$ cat src/rtl/fb_port_arbiter.sv
// fb_port_arbiter
// Shares a single-port frame-buffer RAM between display scan-out reads and a
// buffered pixel writer. Display reads always take the RAM. Accepted writes
// wait in a small circular FIFO and drain into cycles with no read request.
//
// Ports
//   clk25, rst          pixel clock, synchronous active-high reset
//   rd_req/rd_addr      display read request and address (served same cycle)
//   rd_valid/rd_data    read data, one cycle after rd_req
//   wr_valid/wr_ready   writer handshake; transfer when wr_valid && wr_ready
//   wr_addr/wr_data     write address and pixel
//   ram_*               single-port RAM interface (synchronous read data)
//   fifo_level          entries currently buffered
//   stall_count         saturating count of cycles the writer was refused
//
// Handshake: wr_ready depends only on registered state (and rst), never on
// wr_valid or rd_req. A transfer occurs on any rising edge where wr_valid and
// wr_ready are both high; the writer must hold wr_addr/wr_data stable until
// that edge. A full FIFO reports wr_ready=0 even if it pops in the same cycle.
module fb_port_arbiter #(
  parameter int ADDR_W     = 17,
  parameter int DATA_W     = 12,
  parameter int FIFO_DEPTH = 4
) (
  input  logic                        clk25,
  input  logic                        rst,
  input  logic                        rd_req,
  input  logic [ADDR_W-1:0]           rd_addr,
  output logic                        rd_valid,
  output logic [DATA_W-1:0]           rd_data,
  input  logic                        wr_valid,
  output logic                        wr_ready,
  input  logic [ADDR_W-1:0]           wr_addr,
  input  logic [DATA_W-1:0]           wr_data,
  output logic                        ram_en,
  output logic                        ram_we,
  output logic [ADDR_W-1:0]           ram_addr,
  output logic [DATA_W-1:0]           ram_wdata,
  input  logic [DATA_W-1:0]           ram_rdata,
  output logic [$clog2(FIFO_DEPTH):0] fifo_level,
  output logic [15:0]                 stall_count
);

  localparam int PTR_W = $clog2(FIFO_DEPTH);
  localparam int LVL_W = PTR_W + 1;

  typedef enum logic [1:0] {
    GNT_IDLE  = 2'd0,
    GNT_READ  = 2'd1,
    GNT_WRITE = 2'd2
  } grant_e;

  grant_e grant;

  logic [ADDR_W-1:0] addr_mem_q [FIFO_DEPTH];
  logic [DATA_W-1:0] data_mem_q [FIFO_DEPTH];

  logic [PTR_W-1:0] wr_ptr_q, wr_ptr_d;
  logic [PTR_W-1:0] rd_ptr_q, rd_ptr_d;
  logic [LVL_W-1:0] level_q, level_d;
  logic             rd_valid_q, rd_valid_d;
  logic [15:0]      stall_q, stall_d;

  logic push;
  logic pop;

  assign wr_ready = !rst && (level_q < LVL_W'(FIFO_DEPTH));
  assign push     = wr_valid && wr_ready;
  assign pop      = (grant == GNT_WRITE);

  // Grant uses only the registered level, so an entry pushed this cycle
  // cannot reach the RAM until the next cycle.
  always_comb begin
    grant = GNT_IDLE;
    if (!rst) begin
      if (rd_req) begin
        grant = GNT_READ;
      end else if (level_q != '0) begin
        grant = GNT_WRITE;
      end
    end
  end

  always_comb begin
    ram_en    = 1'b0;
    ram_we    = 1'b0;
    ram_addr  = '0;
    ram_wdata = '0;
    case (grant)
      GNT_READ: begin
        ram_en   = 1'b1;
        ram_addr = rd_addr;
      end
      GNT_WRITE: begin
        ram_en    = 1'b1;
        ram_we    = 1'b1;
        ram_addr  = addr_mem_q[rd_ptr_q];
        ram_wdata = data_mem_q[rd_ptr_q];
      end
      default: ;
    endcase
  end

  always_comb begin
    wr_ptr_d   = wr_ptr_q;
    rd_ptr_d   = rd_ptr_q;
    level_d    = level_q;
    rd_valid_d = rd_req;
    stall_d    = stall_q;
    if (push) wr_ptr_d = wr_ptr_q + PTR_W'(1);
    if (pop)  rd_ptr_d = rd_ptr_q + PTR_W'(1);
    case ({push, pop})
      2'b10:   level_d = level_q + LVL_W'(1);
      2'b01:   level_d = level_q - LVL_W'(1);
      default: level_d = level_q;
    endcase
    if (wr_valid && !wr_ready && (stall_q != 16'hFFFF)) begin
      stall_d = stall_q + 16'd1;
    end
  end

  always_ff @(posedge clk25) begin
    if (rst) begin
      wr_ptr_q   <= '0;
      rd_ptr_q   <= '0;
      level_q    <= '0;
      rd_valid_q <= 1'b0;
      stall_q    <= '0;
    end else begin
      wr_ptr_q   <= wr_ptr_d;
      rd_ptr_q   <= rd_ptr_d;
      level_q    <= level_d;
      rd_valid_q <= rd_valid_d;
      stall_q    <= stall_d;
    end
  end

  // Storage needs no reset: clearing level and pointers discards the contents.
  always_ff @(posedge clk25) begin
    if (push) begin
      addr_mem_q[wr_ptr_q] <= wr_addr;
      data_mem_q[wr_ptr_q] <= wr_data;
    end
  end

  assign rd_valid    = rd_valid_q;
  assign rd_data     = rd_valid_q ? ram_rdata : '0;
  assign fifo_level  = level_q;
  assign stall_count = stall_q;

endmodule

$ cat config.mk
export PLATFORM = sky130hd
export DESIGN_NAME = fb_port_arbiter
export DESIGN_NICKNAME = d
export VERILOG_FILES = /design/src/rtl/fb_port_arbiter.sv
export SDC_FILE = /design/constraint.sdc
export NUM_CORES = 1
export LEC_CHECK = 0
export BUFFER_PORTS_ARGS = -buffer_cell sky130_fd_sc_hd__buf_2
export CAP_MARGIN = 20
export CORE_ASPECT_RATIO = 0.75
export CORE_MARGIN = 2
export CORE_UTILIZATION = 40
export CTS_BUF_LIST = sky130_fd_sc_hd__clkbuf_2 sky130_fd_sc_hd__clkbuf_4 sky130_fd_sc_hd__clkbuf_8
export DETAILED_ROUTE_END_ITERATION = 8
export GPL_ROUTABILITY_DRIVEN = 0
export PLACE_DENSITY = 0.76
export SLEW_MARGIN = 20
export SYNTH_ARGS = -nofsm -noshare
export SYNTH_HDL_FRONTEND = slang
export SYNTH_SLANG_ARGS = --single-unit
$ cat constraint.sdc
create_clock -name clk25 -period 2.56 [get_ports clk25]
set_input_delay 0.128 -clock clk25 [delete_from_list [all_inputs] [get_ports clk25]]
set_output_delay 0.128 -clock clk25 [all_outputs]
set_load 0.05 [all_outputs]
==> flow_summary.yaml, run 1 <==
outcome:
  status: "completed"
clock_tree:
  htreeDepth: 4
  clkSinkCount: 142
  numCtsBuffers: 17
  cts_root_buf: "clkbuf_8"
  clk_pin_slew_ps: 80
  cts_buffer_depth: 2
  clk-insertion-delay-late_ps: 440
  tritoncts: "built"
worst_setup_path:
  critical_path.cell_chain: "buf_12 -> mux4_2 -> a22o_1 -> buf_2"
  worst_setup_path_start_kind: "flop"
  cp.required_ps: 2430
  cp.arrival_ps: 2090
  path_class: "reg -> out"
  end_kind: "primary output"
  crit_slowest_cell: "dfxtp_2"
  cp_max_fo: 16
  max_stage_delay_ps: 650
synth:
  ys_types: 39
  synth_seq_cells: 142
  syn-mean-instance-area_um2: 16.7
  synth_seq_area_share: 0.691
  synth_top_area_frac: 0.601
  synth_area_um2: 5800
  synth_top_area_cell: "edfxtp_1"
  ys.warnings.count: 0
  synth_edf_count: 116
  synth_nets: 416
  async_reset_ff_frac: 0
  yosys-top-cells-area: "edfxtp_1, mux4_2, dfxtp_1, and2_1, a22o_1"
  synthFlopType: "edfxtp_1"
  syn_inst: 347
min_path:
  holdCritPathClass: "in -> reg"
floorplanning:
  core_area_um2: 14300
  die_h_um: 108
  rows: 38
  ios: 126
  die_w_um: 143
  initial_core_util: 0.405
  die_area_um2: 15500
place:
  io_buffers: 125
  place_area_um2: 6730
  dp_hpwl_um: 8310
layout:
  final_core_util: 0.514
  drive_gt1_frac: 0.400
  num-fill-cells: 1207
  finalInstanceArea_um2: 7360
  area_growth_pct: 27.0
  antenna_cells: 0
  fin_nets: 582
power_and_ir_drop:
  powerDensity_nw_per_um2: 649
  finalPower_mw: 4.78
  worst_ir_drop_vdd_uv: 558
  p_leak_nw: 2.67
timing:
  finalClockSkew_ps: 8.45
  tightest_slew_ps: 823
  slew_violations: 0
  fin_crit_ps: 2220
  report.final.hold_viol_count: 0
  fin_crit_sh: 0.867
  max_freq_ghz: 0.450
  setup_viol: 0
  setup_tns_ps: 0
  rsz0062_at_grt: "false"
  slew_headroom: 0.451
grt:
  grt_pass1_wl_um: 19200
  grt_pass1_vias: 3668
  grt_overflow: 0
  antenna_found_initial: 0
  grt_max_degree: 33
  track_usage: 0.170
route:
  drt-initial-drc-count: 189
  drt-total-wl_um: 12800
  drc: 0
  antenna_left: 0
  vias: 3707
  wl_per_cell_um: 17.6
  drtPass1Iterations: 4
  via_per_inst: 5.11
flow_run:
  cap_viol_max_count: 0
## power by group
part	leakage (nW)	internal, mW	switching (mW)
logic	1.25	0.232	0.382
registers	1.27	2.56	0.0278
clock network	0.160	0.753	0.817
total	2.67	3.55	1.23
## final timing paths
kind,startpoint,endpoint,slack (ps),depth (start not counted)
hold reg to reg,fifo_level[1],fifo_level[1],530,2
setup reg to reg,fifo_level[2],fifo_level[2],340,9
hold / removal,rst,fifo_level[1],40,2
setup / recovery,flop,ram_addr[13],340,4
## Yosys cell counts, types with 6 or more instances
library cell and count:
nor2_1 12, a22o_1 17, nand3_1 6, clkbuf_1 11, o31ai_1 8, and3_1 6
or4_1 8, and2_1 25, edfxtp_1 116, o21ai_0 6, nand2_1 7, mux4_2 29
ha_1 6, dfxtp_1 26, inv_1 8, a21oi_1 15
## state kept, by name (all words and copies together) (netlist names), named ones only
| name | flops |
|---|---|
| wr_ptr_q | 2 |
| data_mem_q | 48 |
| rd_valid | 1 |
| rd_ptr_q | 2 |
| fifo_level | 3 |
| stall_count | 16 |
| addr_mem_q | 68 |
## metal layers
layer	up-vias	GRT usage	wire length, um
li1	1720	-	-
met1	1847	0.207	5460
met2	124	0.291	6340
met3	16	0.0500	797
met4	0	0.0622	177
met5	-	0	0
## cell families after synthesis
family	Yosys count	synth area share
DFF	142	0.691
and+or+nand+nor	87	0.0892
AOI/OAI and AO/OA	51	0.0611
muxes	30	0.115
buffers and inverters	24	0.0188
adders and majority gates	7	0.0164
xor gates and xnor gates	6	0.00907
## per-stage QoR
stage,hold WS (ps),cells,setup slack [ps]
final,40.4,725,340
after global routing,25.2,725,236
after CTS,17.7,725,292
after detailed placement,345,665,282
after global placement,336,665,420
after floorplan,227,347,32.2
## layout by cell type (no fill, tap or decap), types with 4 or more instances in the layout
master and instances:
clkbuf_8 17, o31ai_1 8, inv_1 8, nand3_1 6, o21ai_0 6, a22o_1 17, clkinvlp_4 5, or4_1 8
and3_2 4, nor2_1 11, dfxtp_2 4, edfxtp_1 116, nand2_1 7, and2_1 25, dfxtp_1 21, clkinv_1 4
a21oi_1 15, buf_4 6, dlygate4sd3_1 29, ha_1 6, nand4_1 4, buf_2 125, mux4_2 29
## timing repair
action                                 in CTS  in global routing
gates resized for setup                     0                  0
setup buffers                               0                  0
endpoints found under the hold margin     116                  0
hold buffers                               29                  0
## critical path, delay by kind of cell, from the launching register on
kind | cells | cell delay [ps]
AOI/OAI and AO/OA | 1 | 220
buffers and inverters | 2 | 440
DFF | 1 | 650
muxes | 1 | 340
## layout make-up
| class | instances | area (um2) | share of cell area |
|---|---|---|---|
| clock inverters | 13 | 101 | 0.0138 |
| repair buffers | 163 | 1020 | 0.139 |
| flip-flops and latches | 142 | 4010 | 0.545 |
| inverters | 8 | 30.0 | 0.00408 |
| well taps | 200 | 250 | 0.0340 |
| clock buffers | 18 | 241 | 0.0328 |
| multi-input cells | 181 | 1700 | 0.232 |
Power figures use the tool's default switching activity.
==> run 2, diff against run 1 <==
--- a/config.mk
+++ b/config.mk
@@ -8,7 +8,6 @@
 export BUFFER_PORTS_ARGS = -buffer_cell sky130_fd_sc_hd__buf_2
 export CAP_MARGIN = 20
 export CORE_ASPECT_RATIO = 0.75
-export CORE_MARGIN = 2
 export CORE_UTILIZATION = 40
 export CTS_BUF_LIST = sky130_fd_sc_hd__clkbuf_2 sky130_fd_sc_hd__clkbuf_4 sky130_fd_sc_hd__clkbuf_8
 export DETAILED_ROUTE_END_ITERATION = 8
==> run 2 against run 1 <==
  * Critical path depth unchanged
  * Sequential cell count unchanged
  * Clock power increased by 15%
  * Cell count decreased by 0.41%
  * First-iteration DRC count increased by 38%
  * Die area decreased by 3.2%
  * Combinational power decreased by 3%
  * Wire length decreased by 4.3%
  * Final area increased by 0.58%
  * Largest power group unchanged
==> flow_summary.yaml, run 2 (same netlist as run 1, synthesis figures left out) <==
outcome:
  status: "completed"
timing:
  tightest_slew_ps: 835
  setup_tns_ps: 0
  fin_crit_sh: 0.872
  finalClockSkew_ps: 7.60
  report.final.hold_viol_count: 0
  fin_crit_ps: 2230
  hold_ws_ps: 117
  finalWorstSetupSlack_ps: 327
  rsz0062_at_grt: "false"
  setup_viol: 0
  slew_headroom: 0.444
  max_freq_ghz: 0.448
  slew_violations: 0
floorplanning:
  die_w_um: 141
  rows: 37
  core_area_um2: 13900
  die_area_um2: 15000
  ios: 126
  initial_core_util: 0.416
  die_h_um: 106
layout:
  fin_nets: 583
  mostFrequentLayoutCells: "buf_2, edfxtp_1, mux4_2, dlygate4sd3_1, and2_1"
  final_core_util: 0.531
  layout_commonest_cell: "buf_2"
  largest_register_ffs: 68
  finalInstanceArea_um2: 7400
  fin_cells: 722
  drive_gt1_frac: 0.406
  antenna_cells: 0
  area_growth_pct: 27.7
  largest_register: "addr_mem_q"
route:
  antenna_left: 0
  drt-total-wl_um: 12200
  drt-initial-drc-count: 261
  wl_per_cell_um: 16.9
  vias: 3699
  drc: 0
  via_per_inst: 5.12
  drtPass1Iterations: 5
power_and_ir_drop:
  worst_ir_drop_vdd_uv: 307
  powerDensity_nw_per_um2: 677
  finalPower_mw: 5.01
  p_leak_nw: 2.72
worst_setup_path:
  critical_path.cell_chain: "buf_12 -> mux4_2 -> a22o_1 -> buf_2"
  cp.arrival_ps: 2110
  rrSetupSlack_ps: 440
  cp_max_fo: 16
  max_stage_delay_ps: 540
  worst-r2r-cell-count: 9
  end_kind: "primary output"
  critPathTopFamily: "multiplexers"
  r2r-end: "fifo_level[2]"
  path_class: "reg -> out"
  crit_slowest_cell: "mux4_2"
  crit_buf_inv: 2
  worst_setup_path_start_kind: "flop"
  reg2reg_from: "fifo_level[2]"
  cp.required_ps: 2430
min_path:
  holdCritPathClass: "in -> reg"
  hold_path_end: "fifo_level[2]"
  hp-start: "rst"
  min_path_cells: 3
clock_tree:
  cts_buffer_depth: 2
  htreeDepth: 4
  ctsResizeCount: 0
  clk_pin_slew_ps: 70
  tritoncts: "built"
  clk-insertion-delay-late_ps: 430
  numCtsBuffers: 17
  clkSinkCount: 142
  cts_root_buf: "clkbuf_8"
  postCtsSetupBuffers: 0
grt:
  antenna_found_initial: 0
  grt_max_degree: 33
  grt_pass1_wl_um: 18600
  grt_pass1_vias: 3671
  grt_overflow: 0
  track_usage: 0.169
place:
  dp.cells: 661
  io_buffers: 125
  dp_hpwl_um: 8030
  place_area_um2: 6700
  dp_slack_ps: 453
flow_run:
  cap_viol_max_count: 0
-- run 2: cell count changes in the layout (fill, tap and decap cells not counted), sizes merged --
cell      before  now
buf          134  135
bufinv         1    3
clkinvlp       5    2
clkinv         7    6
clkbuf        18   21
-- run 2: routing by layer --
layer,global-route usage,vias to the layer above,part of all wire
met5,0,-,0
li1,-,1714,-
met1,0.209,1796,0.43
met4,0.0699,0,0.016
met2,0.286,168,0.49
met3,0.0419,21,0.066
-- run 2: final cells by class --
class                           instances  area, um2
Fill cell                            1127       6530
Clock inverter                         11        143
Tap cell                              195        244
Timing Repair Buffer                  164       1000
Inverter                                8       30.0
Multi-Input combinational cell        181       1700
Clock buffer                           21        270
Sequential cell                       142       4010
-- run 2: worst max path at each step --
stage,endpoint,slack (ps),cells past startpoint
floorplan,fifo_level[2],30,9
global placement,fifo_level[2],530,9
global route,ram_wdata[6],200,4
CTS,ram_wdata[6],250,4
finish,ram_addr[14],330,4
detailed placement,fifo_level[2],450,9
-- run 2: tightest hold or removal path, stage by stage --
cell and delay, ps:
buf_2 110, buf_4 210, a21oi_1 60
-- run 2: what timing repair did --
| item | in CTS | in global routing |
|---|---|---|
| hold buffers | 29 | 0 |
| endpoints found under the hold margin | 116 | 0 |
| endpoints found under the setup margin | 0 | 0 |
-- run 2: report_power, final --
part           internal, mW  switching (mW)
Combinational         0.228           0.370
Clock                  1.02           0.797
Sequential             2.56          0.0314
==> run 3, diff against run 2 <==
--- a/config.mk
+++ b/config.mk
@@ -8,11 +8,11 @@
 export BUFFER_PORTS_ARGS = -buffer_cell sky130_fd_sc_hd__buf_2
 export CAP_MARGIN = 20
 export CORE_ASPECT_RATIO = 0.75
-export CORE_UTILIZATION = 40
+export CORE_UTILIZATION = 51
 export CTS_BUF_LIST = sky130_fd_sc_hd__clkbuf_2 sky130_fd_sc_hd__clkbuf_4 sky130_fd_sc_hd__clkbuf_8
 export DETAILED_ROUTE_END_ITERATION = 8
 export GPL_ROUTABILITY_DRIVEN = 0
-export PLACE_DENSITY = 0.76
+export PLACE_DENSITY = 0.91
 export SLEW_MARGIN = 20
 export SYNTH_ARGS = -nofsm -noshare
 export SYNTH_HDL_FRONTEND = slang
==> run 3 against run 2 <==
  * The run now ends with DRC left
  * Cell count shrank 7.9%
  * Clock-buffer cell count decreased by 4
  * Wire length is 2.3% higher
  * First-iteration DRC count rose by 14%
  * Worst setup slack got worse by 86 ps
  * Sequential power barely moved
  * Non-clock buffer count fell by 3
  * Maximum frequency shrank 3.7%
  * Critical endpoint is now ram_addr[9]
  * Clock skew grew 4.7 ps
==> flow_summary.yaml, run 3 (same netlist as run 1, synthesis figures left out) <==
worst_setup_path:
  end_kind: "primary output"
  path_class: "reg -> out"
  cp.required_ps: 2430
  rrSetupSlack_ps: 460
  worst-r2r-cell-count: 9
  r2r-end: "fifo_level[2]"
  cp.arrival_ps: 2190
  worst_setup_path_start_kind: "flop"
  reg2reg_from: "fifo_level[2]"
  cp_max_fo: 14
clock_tree:
  ctsResizeCount: 0
  clk_pin_slew_ps: 80
  cts_root_buf: "clkbuf_8"
  clkSinkCount: 142
  clk-insertion-delay-late_ps: 430
  numCtsBuffers: 17
  htreeDepth: 4
  cts_buffer_depth: 2
  tritoncts: "built"
layout:
  area_growth_pct: 27.2
  seqCellArea_um2: 4010
  finalInstanceArea_um2: 7370
  largest_register: "addr_mem_q"
  final_core_util: 0.671
  largest_register_ffs: 68
  multi_input_area_um2: 1700
  mostFrequentLayoutCells: "buf_2, edfxtp_1, mux4_2, dlygate4sd3_1, and2_1"
  fin_nets: 580
  layout_commonest_cell: "buf_2"
  drive_gt1_frac: 0.405
  num-fill-cells: 755
power_and_ir_drop:
  seqPwrFrac: 0.494
  powerDensity_nw_per_um2: 713
  p_comb_frac: 0.114
  p_leak_nw: 2.72
  finalPower_mw: 5.26
  clkPwrFrac: 0.392
  p_int_mw: 3.97
  worst_ir_drop_vdd_uv: 589
  p_switching_mw: 1.29
  p_sw_frac: 0.245
place:
  dp_hpwl_um: 7870
  io_buffers: 125
  place_area_um2: 6610
  dp_slack_ps: 391
grt:
  grt_overflow: 0
  antenna_found_initial: 1
  grt_max_degree: 33
  grt_pass1_vias: 3689
  track_usage: 0.220
  grt_pass1_wl_um: 19100
floorplanning:
  initial_core_util: 0.528
  die_w_um: 125
  die_h_um: 94.3
  rows: 33
  die_area_um2: 11800
  core_area_um2: 11000
  ios: 126
timing:
  max_freq_ghz: 0.431
  finalClockSkew_ps: 12.3
  rsz0062_at_grt: "false"
  slew_violations: 0
  tightest_slew_ps: 817
  slew_headroom: 0.455
  fin_crit_sh: 0.906
  setup_viol: 0
  setup_tns_ps: 0
  finalWorstSetupSlack_ps: 241
  fin_crit_ps: 2320
  report.final.hold_viol_count: 0
route:
  drt-initial-drc-count: 298
  drtPass1Iterations: 7
  drt-total-wl_um: 12500
  drc: 28
  via_per_inst: 5.63
  wl_per_cell_um: 18.8
  vias: 3745
  antenna_left: 0
min_path:
  min_path_cells: 2
  hold_path_end: "fifo_level[0]"
  hp-start: "rst"
  holdCritPathClass: "in -> reg"
outcome:
  status: "finished with violations"
  violations: "DRC"
flow_run:
  cap_viol_max_count: 0
==> run 3: power by group through the flow <==
| stage | combinational (mW) | sequential (mW) | clock (mW) |
|---|---|---|---|
| after CTS | 0.600 | 2.60 | 2.09 |
| after global routing | 0.634 | 2.61 | 2.19 |
| after floorplan | 0.371 | 2.66 | 0 |
| after global placement | 0.546 | 2.64 | 0 |
| after detailed placement | 0.564 | 2.65 | 0 |
| final | 0.597 | 2.60 | 2.06 |
==> run 3: worst max-delay path by stage <==
stage                             start         endpoint  depth (start not counted)
after global routing               flop      ram_addr[5]                          4
final                              flop      ram_addr[9]                          4
after floorplan           fifo_level[0]    fifo_level[2]                          9
after global placement              rst    fifo_level[2]                         10
after CTS                          flop      ram_addr[6]                          4
after detailed placement            rst  stall_count[15]                          6
==> run 3: worst max-delay path, stage by stage (launching register included) <==
cell     delay (ps)
dfxtp_2         560
buf_12          230
mux4_2          550
a22o_1          220
buf_2           210
==> run 3: layer usage <==
metal | GRT usage | vias up | routed length [um]
met5 | 0 | - | 0
met4 | 0.0559 | 0 | 129
met3 | 0.0644 | 13 | 784
met2 | 0.386 | 158 | 6390
met1 | 0.272 | 1855 | 5190
li1 | - | 1719 | -
==> run 3: cell type report <==
class,instances,area share
Tap cell,140,0.0238
Inverter,8,0.00407
Multi-Input combinational cell,181,0.231
Timing Repair Buffer,161,0.133
Clock buffer,17,0.0317
Antenna cell,1,0.000340
Sequential cell,142,0.544
Clock inverter,15,0.0314
==> run 3: per-stage QoR <==
stage | cells | hold WS [ps]
after floorplan | 347 | 227
after global placement | 603 | 339
after detailed placement | 603 | 347
after CTS | 664 | 27.0
after global routing | 665 | 41.7
final | 665 | 53.9
==> run 3: what timing repair did <==
action / CTS / global route
endpoints found under the hold margin: 116 / 0
buffers inserted: 0 / 0
hold buffers: 29 / 0
